--- src/rtl/hd44780_bus_responder_if.sv ---
// hd44780_bus_responder_if: 8-bit HD44780 parallel bus between host and controller
interface hd44780_bus_responder_if;
    logic       lcd_rs;
    logic       lcd_rw;
    logic       lcd_e;
    logic [7:0] lcd_data_i;
    logic [7:0] lcd_data_o;
    logic       lcd_data_oe;
    modport master (output lcd_rs, lcd_rw, lcd_e, lcd_data_i, input lcd_data_o, lcd_data_oe);
    modport slave (input lcd_rs, lcd_rw, lcd_e, lcd_data_i, output lcd_data_o, lcd_data_oe);
endinterface

--- src/rtl/hd44780_bus_responder.sv ---
// hd44780_bus_responder: controller-side HD44780 model with DDRAM/CGRAM, AC, busy flag and debug port
module hd44780_bus_responder #(
    parameter int BUSY_CYCLES  = 50,
    parameter int CLEAR_CYCLES = 100,
    parameter int SYNC_STAGES  = 2
) (
    input  logic                   clk,
    input  logic                   reset,
    hd44780_bus_responder_if.slave bus,
    output logic                   busy_o,
    output logic [6:0]             ac_o,
    output logic [2:0]             disp_ctrl_o,
    output logic [1:0]             entry_o,
    output logic [2:0]             func_o,
    input  logic                   dbg_sel_i,
    input  logic [6:0]             dbg_addr_i,
    output logic [7:0]             dbg_data_o,
    output logic [15:0]            cmd_count_o,
    output logic                   viol_o
);
    localparam int CLR = CLEAR_CYCLES < 80 ? 80 : CLEAR_CYCLES;
    localparam int CW  = $clog2((CLR > BUSY_CYCLES ? CLR : BUSY_CYCLES) + 1);
    typedef enum logic [1:0] {IDLE, CLEAR, EXEC} state_t;
    state_t state;
    logic [CW-1:0] cnt;
    logic cg;
    logic [SYNC_STAGES-1:0] e_sh, rs_sh, rw_sh;
    logic [SYNC_STAGES-1:0][7:0] d_sh;
    logic e_q, rs_l, rw_l;
    logic [7:0] d_l;
    logic [1:0] e_len;
    logic [7:0] ddram [80];
    logic [7:0] cgram [64];
    logic e_s, rs_s, rw_s, fall, wr, wr_ok, dd_ok;
    logic [6:0] dd_idx, ac_step, ac_shift;
    logic [7:0] ram_q;

    // Next AC for a +/-1 step, honouring the two-line DDRAM gaps and CGRAM wrap
    function automatic logic [6:0] step(input logic [6:0] a, input logic inc, input logic c, input logic n);
        if (c) return {1'b0, inc ? a[5:0] + 6'd1 : a[5:0] - 6'd1};
        if (n) return inc ? (a == 7'h27 ? 7'h40 : a == 7'h67 ? 7'h00 : a + 7'd1)
                          : (a == 7'h40 ? 7'h27 : a == 7'h00 ? 7'h67 : a - 7'd1);
        return inc ? (a == 7'h4F ? 7'h00 : a + 7'd1) : (a == 7'h00 ? 7'h4F : a - 7'd1);
    endfunction

    assign e_s      = e_sh[SYNC_STAGES-1];
    assign rs_s     = rs_sh[SYNC_STAGES-1];
    assign rw_s     = rw_sh[SYNC_STAGES-1];
    assign fall     = e_q & ~e_s;
    assign wr       = fall & ~rw_l;
    assign wr_ok    = wr & (state == IDLE);
    assign busy_o   = state != IDLE;
    assign ac_step  = step(ac_o, entry_o[1], cg, func_o[1]);
    assign ac_shift = step(ac_o, d_l[2], cg, func_o[1]);
    assign dd_ok    = func_o[1] ? (ac_o <= 7'h27 || (ac_o >= 7'h40 && ac_o <= 7'h67)) : ac_o <= 7'h4F;
    assign dd_idx   = (func_o[1] && ac_o >= 7'h40) ? ac_o - 7'd24 : ac_o;
    assign ram_q    = cg ? cgram[ac_o[5:0]] : dd_ok ? ddram[dd_idx] : 8'h00;
    assign bus.lcd_data_oe = e_s & rw_s;
    assign bus.lcd_data_o  = (e_s & rw_s) ? (rs_s ? ram_q : {busy_o, ac_o}) : 8'h00;
    assign dbg_data_o = dbg_sel_i ? cgram[dbg_addr_i[5:0]] : dbg_addr_i < 7'd80 ? ddram[dbg_addr_i] : 8'h00;

    always_ff @(posedge clk) begin
        if (state == CLEAR && cnt < CW'(80)) ddram[cnt[6:0]] <= 8'h20;
        else if (wr_ok && rs_l && !cg && dd_ok) ddram[dd_idx] <= d_l;
        if (wr_ok && rs_l && cg) cgram[ac_o[5:0]] <= d_l;
    end

    always_ff @(posedge clk or negedge reset) begin
        if (!reset) begin
            state       <= CLEAR;
            cnt         <= '0;
            cg          <= 1'b0;
            ac_o        <= '0;
            disp_ctrl_o <= 3'b000;
            entry_o     <= 2'b10;
            func_o      <= 3'b100;
            cmd_count_o <= '0;
            viol_o      <= 1'b0;
            e_sh        <= '0;
            rs_sh       <= '0;
            rw_sh       <= '0;
            d_sh        <= '0;
            e_q         <= 1'b0;
            rs_l        <= 1'b0;
            rw_l        <= 1'b0;
            d_l         <= '0;
            e_len       <= '0;
        end else begin
            e_sh  <= {e_sh[SYNC_STAGES-2:0], bus.lcd_e};
            rs_sh <= {rs_sh[SYNC_STAGES-2:0], bus.lcd_rs};
            rw_sh <= {rw_sh[SYNC_STAGES-2:0], bus.lcd_rw};
            d_sh  <= {d_sh[SYNC_STAGES-2:0], bus.lcd_data_i};
            e_q   <= e_s;
            // Hold the bus values from the last cycle E was high for use at the falling edge
            if (e_s) begin
                rs_l  <= rs_s;
                rw_l  <= rw_s;
                d_l   <= d_sh[SYNC_STAGES-1];
                e_len <= e_len == 2'd2 ? e_len : e_len + 2'd1;
            end else e_len <= '0;
            if (fall && (e_len < 2'd2 || (wr && busy_o))) viol_o <= 1'b1;
            if (fall && rw_l && rs_l) ac_o <= ac_step;
            case (state)
                CLEAR: begin
                    if (cnt == CW'(CLR - 1)) begin
                        state      <= IDLE;
                        ac_o       <= '0;
                        cg         <= 1'b0;
                        entry_o[1] <= 1'b1;
                    end else cnt <= cnt + 1'b1;
                end
                EXEC: begin
                    if (cnt == '0) state <= IDLE;
                    else cnt <= cnt - 1'b1;
                end
                IDLE: if (wr) begin
                    cmd_count_o <= cmd_count_o + 16'(cmd_count_o != 16'hFFFF);
                    state       <= EXEC;
                    cnt         <= CW'(BUSY_CYCLES - 1);
                    if (rs_l) ac_o <= ac_step;
                    else if (d_l[7]) begin cg <= 1'b0; ac_o <= d_l[6:0]; end
                    else if (d_l[6]) begin cg <= 1'b1; ac_o <= {1'b0, d_l[5:0]}; end
                    else if (d_l[5]) func_o <= d_l[4:2];
                    else if (d_l[4]) begin if (!d_l[3]) ac_o <= ac_shift; end
                    else if (d_l[3]) disp_ctrl_o <= d_l[2:0];
                    else if (d_l[2]) entry_o <= d_l[1:0];
                    else if (d_l[1]) begin cg <= 1'b0; ac_o <= '0; end
                    else if (d_l[0]) begin state <= CLEAR; cnt <= '0; end
                end
                default: state <= IDLE;
            endcase
        end
    end
endmodule

--- src/flat_wrapper.sv ---
// flat-port wrapper written by rule: the top's interface ports become plain ports
module hd44780_bus_responder_flat 
#(
    parameter int BUSY_CYCLES  = 50,
    parameter int CLEAR_CYCLES = 100,
    parameter int SYNC_STAGES  = 2
)
  (clk, reset, busy_o, ac_o, disp_ctrl_o, entry_o, func_o, dbg_sel_i, dbg_addr_i, dbg_data_o, cmd_count_o, viol_o, bus_lcd_rs, bus_lcd_rw, bus_lcd_e, bus_lcd_data_i, bus_lcd_data_o, bus_lcd_data_oe);
  hd44780_bus_responder_if bus_i ();
  input  logic clk;
  input  logic reset;
  output logic busy_o;
  output logic [6:0] ac_o;
  output logic [2:0] disp_ctrl_o;
  output logic [1:0] entry_o;
  output logic [2:0] func_o;
  input  logic dbg_sel_i;
  input  logic [6:0] dbg_addr_i;
  output logic [7:0] dbg_data_o;
  output logic [15:0] cmd_count_o;
  output logic viol_o;
  input wire logic [$bits(bus_i.lcd_rs)-1:0] bus_lcd_rs;
  input wire logic [$bits(bus_i.lcd_rw)-1:0] bus_lcd_rw;
  input wire logic [$bits(bus_i.lcd_e)-1:0] bus_lcd_e;
  input wire logic [$bits(bus_i.lcd_data_i)-1:0] bus_lcd_data_i;
  output wire logic [$bits(bus_i.lcd_data_o)-1:0] bus_lcd_data_o;
  output wire logic [$bits(bus_i.lcd_data_oe)-1:0] bus_lcd_data_oe;
  assign bus_i.lcd_rs = bus_lcd_rs;
  assign bus_i.lcd_rw = bus_lcd_rw;
  assign bus_i.lcd_e = bus_lcd_e;
  assign bus_i.lcd_data_i = bus_lcd_data_i;
  assign bus_lcd_data_o = bus_i.lcd_data_o;
  assign bus_lcd_data_oe = bus_i.lcd_data_oe;
  hd44780_bus_responder #(.BUSY_CYCLES(BUSY_CYCLES), .CLEAR_CYCLES(CLEAR_CYCLES), .SYNC_STAGES(SYNC_STAGES)) u_core (.clk(clk), .reset(reset), .bus(bus_i), .busy_o(busy_o), .ac_o(ac_o), .disp_ctrl_o(disp_ctrl_o), .entry_o(entry_o), .func_o(func_o), .dbg_sel_i(dbg_sel_i), .dbg_addr_i(dbg_addr_i), .dbg_data_o(dbg_data_o), .cmd_count_o(cmd_count_o), .viol_o(viol_o));
endmodule
--- config.mk ---
export PLATFORM = sky130hd
export DESIGN_NAME = hd44780_bus_responder_flat
export DESIGN_NICKNAME = d
export VERILOG_FILES = /design/src/rtl/hd44780_bus_responder_if.sv /design/src/rtl/hd44780_bus_responder.sv /design/src/flat_wrapper.sv
export SDC_FILE = /design/constraint.sdc
export NUM_CORES = 2
export LEC_CHECK = 0
export CAP_MARGIN = 20
export CORE_ASPECT_RATIO = 0.7
export CORE_MARGIN = 2
export CORE_UTILIZATION = 58
export DETAILED_ROUTE_END_ITERATION = 10
export PLACE_DENSITY = 0.78
export RECOVER_POWER = 100
export SLEW_MARGIN = 30
export SYNTH_ARGS = -nofsm -noshare
export SYNTH_HDL_FRONTEND = slang
export SYNTH_SLANG_ARGS = --single-unit
--- constraint.sdc ---
create_clock -name clk -period 13.2 [get_ports clk]
set_clock_uncertainty 0.1 [all_clocks]
set_input_delay 2.64 -clock clk [delete_from_list [all_inputs] [get_ports clk]]
set_output_delay 2.64 -clock clk [all_outputs]
set_load 0.02 [all_outputs]
Yosys cells after proc, flatten, opt, wreduce, memory -nomap -nowiden
Memory sizes are Yosys's and may differ from the RTL's.
Cells that the tools add are included.
{ "classes": {"addsub": 9, "muxes": 103, "eq_ne": 27, "n_reduce_logical": 29, "order_cmp": 7, "bitwise": 12} }
{ "ops": {"columns": ["cell", "n"], "rows": [
  ["two-way mux 7 bit", 42],
  ["two-way mux 8 bit", 7],
  ["two-way mux 2 bit", 22],
  ["equality test 7 bit, second input constant", 4],
  ["two-way mux 6 bit", 4],
  ["two-way mux 1 bit", 23],
  ["case mux 7 bit (3 select lines)", 1],
  ["!= test 2 bit, second input constant", 10],
  ["AND reduction 9 bit", 2],
  ["adder 16 x 1 -> 16 bit", 1],
  ["!= test 16 bit, second input constant", 1],
  ["!= test 4 x 2 -> 1 bit, second input constant", 4],
  ["adder 7 x 1 -> 7 bit, second input constant", 2],
  ["less-or-equal comparator 7 bit, second input constant", 2],
  ["zero test 7 bit", 2],
  ["less-than comparator 7 bit, second input constant", 2],
  ["case mux 7 bit (2 select lines)", 1],
  ["subtractor 7 x 1 -> 7 bit, second input constant", 2],
  ["logical AND 1 bit", 11],
  ["AND reduction 10 bit", 1],
  ["NOT 1 bit", 8],
  ["AND reduction 8 bit", 1],
  ["OR reduction 8 bit", 1],
  ["equality test 7 x 6 -> 1 bit, second input constant", 1],
  ["23 further kinds", 32]
]} }
{ "totals": {"ram_bits": 1152, "word_cells": 209, "out_inout_bits": 50, "memories": 2, "regBits": 77, "input_bits": 21} }
{ "mem_list": {"columns": ["name", "depth", "width", "read_ports", "rd_clocked_by_memory_dff", "write_ports", "line_no", "text"], "rows": [
  ["u_core.ddram", 80, 8, 2, 0, 1, "hd44780_bus_responder.sv:32", "logic [7:0] ddram [80];"],
  ["u_core.cgram", 64, 8, 2, 0, 1, "hd44780_bus_responder.sv:33", "logic [7:0] cgram [64];"]
]} }

Logic depth before layout (Yosys ltp)
{ "depth": {"depth_word": 18, "ltp_mapped": 14, "mapped_depth_nobuf": 11} }

Worst setup path after synthesis
No wires, ideal clock.
{ "synth_timing": {"path_type": "in2out", "start": "in dbg_addr_i[1]", "end": "out dbg_data_o[0]", "path_slack_ns": 5.633, "arrival_time_ns": 4.827, "required_ns": 10.460, "n_path_buf": 4, "cell_stages": 8, "path_cell_list": "buf_2 buf_2 clkbuf_1 clkbuf_1 mux4_2 mux4_2 a22oi_1 nand4_1"} }
{ "synth_between": {"elab_chain_cells": 3, "word_cells_on_any_way": 5, "cone_classes": "order compare: 1; mux: 2; memory: 2"} }
{ "synth_rtl": {"columns": ["item", "line_no", "text"], "rows": [
  ["from (decl)", "flat_wrapper.sv:18", "input logic [6:0] dbg_addr_i;"],
  ["memory (80 x 8 bit) / less-than comparator 7 bit (equally long branches)", null, null],
  ["two-way mux 8 bit", "hd44780_bus_responder.sv:60", "assign dbg_data_o = dbg_sel_i ? cgram[dbg_addr_i[5:0]] : dbg_addr_i < 7'd80 ? ddram[dbg_addr_i] : 8'h00;"],
  ["two-way mux 8 bit *", "hd44780_bus_responder.sv:60", null],
  ["to (decl)", "flat_wrapper.sv:19", "output logic [7:0] dbg_data_o;"]
]} }
Mark *: on every way between the ends. The rest lies on a longest branch, timed or not.

Final worst setup path
{ "layout_timing": {"start": "reg u_core.ac_o[1]", "end": "out bus_lcd_data_o[4]"} }
{ "layout_between": {"elab_chain_cells": 8, "word_cells_on_any_way": 16, "cone_classes": "add/sub: 1; order compare: 4; mux: 6; reduce/logical: 3; memory: 2"} }
{ "layout_rtl": {"columns": ["item", "line_no", "text"], "rows": [
  ["from (decl)", "hd44780_bus_responder.sv:11", "output logic [6:0] ac_o,"],
  ["from (signal assigned)", "hd44780_bus_responder.sv:102", "if (fall && rw_l && rs_l) ac_o <= ac_step;"],
  ["from (signal assigned)", "hd44780_bus_responder.sv:120", "if (rs_l) ac_o <= ac_step;"],
  ["from (signal assigned)", "hd44780_bus_responder.sv:124", "else if (d_l[4]) begin if (!d_l[3]) ac_o <= ac_shift; end"],
  ["greater-or-equal comparator 7 bit / less-or-equal comparator 7 bit (equally long branches)", "hd44780_bus_responder.sv:55, hd44780_bus_responder.sv:56", null],
  ["logical AND 1 bit, on equally long branches", "hd44780_bus_responder.sv:56, hd44780_bus_responder.sv:55", null],
  ["two-way mux 7 bit / logical OR 1 bit (equally long branches)", "hd44780_bus_responder.sv:56, hd44780_bus_responder.sv:55", null],
  ["memory (80 x 8 bit) / two-way mux 1 bit (equally long branches)", null, null],
  ["two-way mux 8 bit", "hd44780_bus_responder.sv:57", "assign ram_q = cg ? cgram[ac_o[5:0]] : dd_ok ? ddram[dd_idx] : 8'h00;"],
  ["two-way mux 8 bit *", "hd44780_bus_responder.sv:57", null],
  ["two-way mux 8 bit * (2 in a row)", "hd44780_bus_responder.sv:59", "assign bus.lcd_data_o = (e_s & rw_s) ? (rs_s ? ram_q : {busy_o, ac_o}) : 8'h00;"],
  ["to (decl)", "flat_wrapper.sv:26", "output wire logic [$bits(bus_i.lcd_data_o)-1:0] bus_lcd_data_o;"]
]} }
Marked as above.

==> results_dict.tcl <==
set metrics [dict create \
    fill_cells 6651 \
    powerDensity_nw_per_um2 192 \
    syn-cell-area_um2 58000 \
    rsz0062_at_grt "no" \
    ant_nets 0 \
    cap_violations 26 \
    instances_no_fill 5039 \
    hold_class "reg2reg" \
    arrival_ns 9.12 \
    syn_nets 3668 \
    drc 0 \
    yosysSeqAreaShare 0.630 \
    synth_top_area_frac 0.597 \
    area_growth_pct 9.46 \
    initialDrtViolationCount 9808 \
    grt_antenna_before_repair 11 \
    fin_hold_ws_ns 0.246 \
    max_freq_ghz 0.0843 \
    dp_slack_ns 3.60 \
    cts_tree "built" \
    synth_edf_count 1152 \
    worstPathMaxFanout 87 \
    overflow 0 \
    grt_pass1_wl_um 278000 \
    fin_ws_ns 1.34 \
    ir_worst_vdd_uv 290 \
    grt_start_max_net_pins 101 \
    setup_viol_count_final 0 \
    initial_utilization 0.588 \
    tightest_slew_ns 4.32 \
    viasPerCell 8.20 \
    clk_latency_ns 0.75 \
    relSlewSlack -1.88 \
    place_area_um2 59900 \
    rows 96 \
    status "finished with violations" \
    place_hpwl_um 120000 \
    fin_setup_tns_ns 0 \
    cp-end-kind "output port" \
    fin_nets 3651 \
    maxSlewViolCount 1637 \
    hold_buffers 0 \
    vias 41300 \
    numCtsBuffers 111 \
    core_area_um2 98500 \
    finalHoldViolCount 0 \
    cts-htree-levels 3 \
    cts_buffer_depth 3 \
    syn-instance-count 3632 \
    p_total_mw 12.2 \
    post-place-cells 4825 \
    path_clk_slew_ns 0.07 \
    grt_pass1_vias 38500 \
    synth_top_area_cell "edfxtp_1" \
    synth_cell_types 91 \
    dieArea_um2 103000 \
    io_buffers 70 \
    async_flop_share 0.0627 \
    die_height_um 268 \
    violations "capacitance limit, slew limit" \
    wl_per_cell_um 39.3 \
    place.gp.congestion 1.03 \
    dieWidth_um 382 \
    syn_avg_cell_area_um2 16.0 \
    synth.top_cells.by_area "edfxtp_1 60%, mux4_2 15%, o22ai_1 3.4%" \
    synth_flop_cell "edfxtp_1" \
    drive_gt1_frac 0.227 \
    clock_sinks 1229 \
    detail_route.first_pass.iterations 7 \
    critPathKind "reg2out" \
    track_usage 0.382 \
    pin_count 71 \
    crit_required_ns 10.46 \
    fin_area_um2 63400 \
    p_leak_nw 20.5 \
    ys_warn_count 0 \
    fin_crit_ns 11.86 \
    ys_ff_latch 1229 \
    cts_resized 0 \
    critPathLaunchType "register" \
    final_util 0.644 \
    routed_wl_um 198000 \
    cts_root_buffer "clkbuf_16" \
    fin_crit_sh 0.898 \
    postCtsSetupBuffers 0 \
]
==> cells in the mapped netlist, types with 8 or more instances <==
cell type and number:
a21oi_1 94, ha_1 14, a21boi_0 8, buf_6 9, o21ai_0 94, o22a_1 23
dfrtp_1 74, buf_4 31, nand3_1 46, a221oi_1 21, nand2b_1 22, a31oi_1 16
a211oi_1 27, clkbuf_1 92, inv_1 21, buf_2 138, a2bb2oi_1 8, xnor2_1 24
o21a_1 10, nor2b_1 10, o221ai_1 109, or4_1 9, a22o_1 9, nor4_1 36
buf_1 25, mux2_2 158, nor2_1 253, a22oi_1 14, nand4_1 20, nand2_1 112
o22ai_1 315, or3_1 9, and3_1 10, o31ai_1 18, mux2i_1 33, nor3_1 34
edfxtp_1 1152, mux4_2 374, and2_1 12
==> layout make-up <==
cell class,count,area [µm²],area share
Antenna cell,4,10.0,0.000158
Clock buffer,128,2850,0.0449
Tap cell,1323,1660,0.0261
Clock inverter,82,972,0.0153
Multi-Input combinational cell,2080,20000,0.314
Timing Repair Buffer,168,1370,0.0216
Inverter,25,93.8,0.00148
Sequential cell,1229,36500,0.576
==> per-layer routing <==
metal | wire length [µm] | GRT usage
met1 | 65500 | 0.520
met2 | 78500 | 0.506
met3 | 43600 | 0.219
met4 | 10000 | 0.144
met5 | 317 | 0.00463
==> registers in the layout (all words and copies together), names as in the netlist, 3 cells and up <==
| signal | flops |
|---|---|
| u_core.cmd_count_o | 16 |
| u_core.ddram | 640 |
| u_core.cgram | 512 |
| u_core.cnt | 7 |
| u_core.d_l | 8 |
| u_core.disp_ctrl_o | 3 |
| u_core.ac_o | 7 |
| u_core.func_o | 3 |
| u_core.d_sh | 16 |
==> worst max-delay path: stages (launching register included) <==
cell	delay, ns
dfrtp_1	1.91
buf_12	0.50
nand3_1	1.91
buf_12	0.84
o21ai_0	0.46
a211oi_2	0.13
clkbuf_1	0.32
and3_1	0.44
o31ai_1	0.19
a2111o_1	0.29
o311ai_0	0.36
dlygate4sd3_1	0.79
==> placed cells by master (no fill, tap or decap), types with 34 or more instances in the layout <==
| cell type | Yosys | layout |
|---|---|---|
| dlygate4sd3_1 | 0 | 49 |
| buf_4 | 31 | 60 |
| clkbuf_1 | 92 | 51 |
| mux2_2 | 158 | 158 |
| o21ai_0 | 94 | 95 |
| nand2_1 | 112 | 111 |
| edfxtp_1 | 1152 | 1152 |
| dfrtp_1 | 74 | 65 |
| nor2_1 | 253 | 251 |
| nand3_1 | 46 | 47 |
| nor3_1 | 34 | 34 |
| a21oi_1 | 94 | 94 |
| o22ai_1 | 315 | 315 |
| o221ai_1 | 109 | 109 |
| mux4_2 | 374 | 374 |
| clkbuf_16 | 0 | 111 |
==> final timing paths <==
path	start	end	slack, ns	cells after the start
max in group asynchronous	reset	u_core.ac_o[0]$_DFF_PN0_	6.88	1
hold / removal	u_core.d_sh[4]$_DFF_PN0_	u_core.d_sh[12]$_DFF_PN0_	0.25	0
setup reg to reg	u_core.ac_o[1]$_DFF_PN0_	u_core.ddram[24][2]$_DFFE_PP_	2.97	8
min in group asynchronous	reset	u_core.cnt[3]$_DFFE_PN0P_	3.20	1
setup / recovery	u_core.ac_o[1]$_DFF_PN0_	bus_lcd_data_o[4]	1.34	11
hold reg to reg	u_core.d_sh[4]$_DFF_PN0_	u_core.d_sh[12]$_DFF_PN0_	0.25	0
==> cells by family (layout without fill, tap and decap cells) <==
group / Yosys count / in the layout / synth area share
flip-flops: 1229 / 1229 / 0.630
buffers and inverters: 323 / 403 / 0.0276
other: 0 / 4 / 0
AND/OR/NAND/NOR: 614 / 614 / 0.0509
adder cells (fa/ha/maj): 15 / 15 / 0.00337
AO/OA/AOI/OAI: 856 / 856 / 0.102
multiplexers: 565 / 565 / 0.182
XOR/XNOR: 30 / 30 / 0.00453
==> report_power, final <==
| part | internal, mW | total, mW | leakage (nW) | switching, mW |
|---|---|---|---|---|
| clock | 1.94 | 3.47 | 1.85 | 1.53 |
| combinational | 1.29 | 4.25 | 6.64 | 2.97 |
| sequential | 4.32 | 4.44 | 12.0 | 0.117 |
| total | 7.54 | 12.2 | 20.5 | 4.62 |
Note: power is estimated with default switching activity, not from simulation.
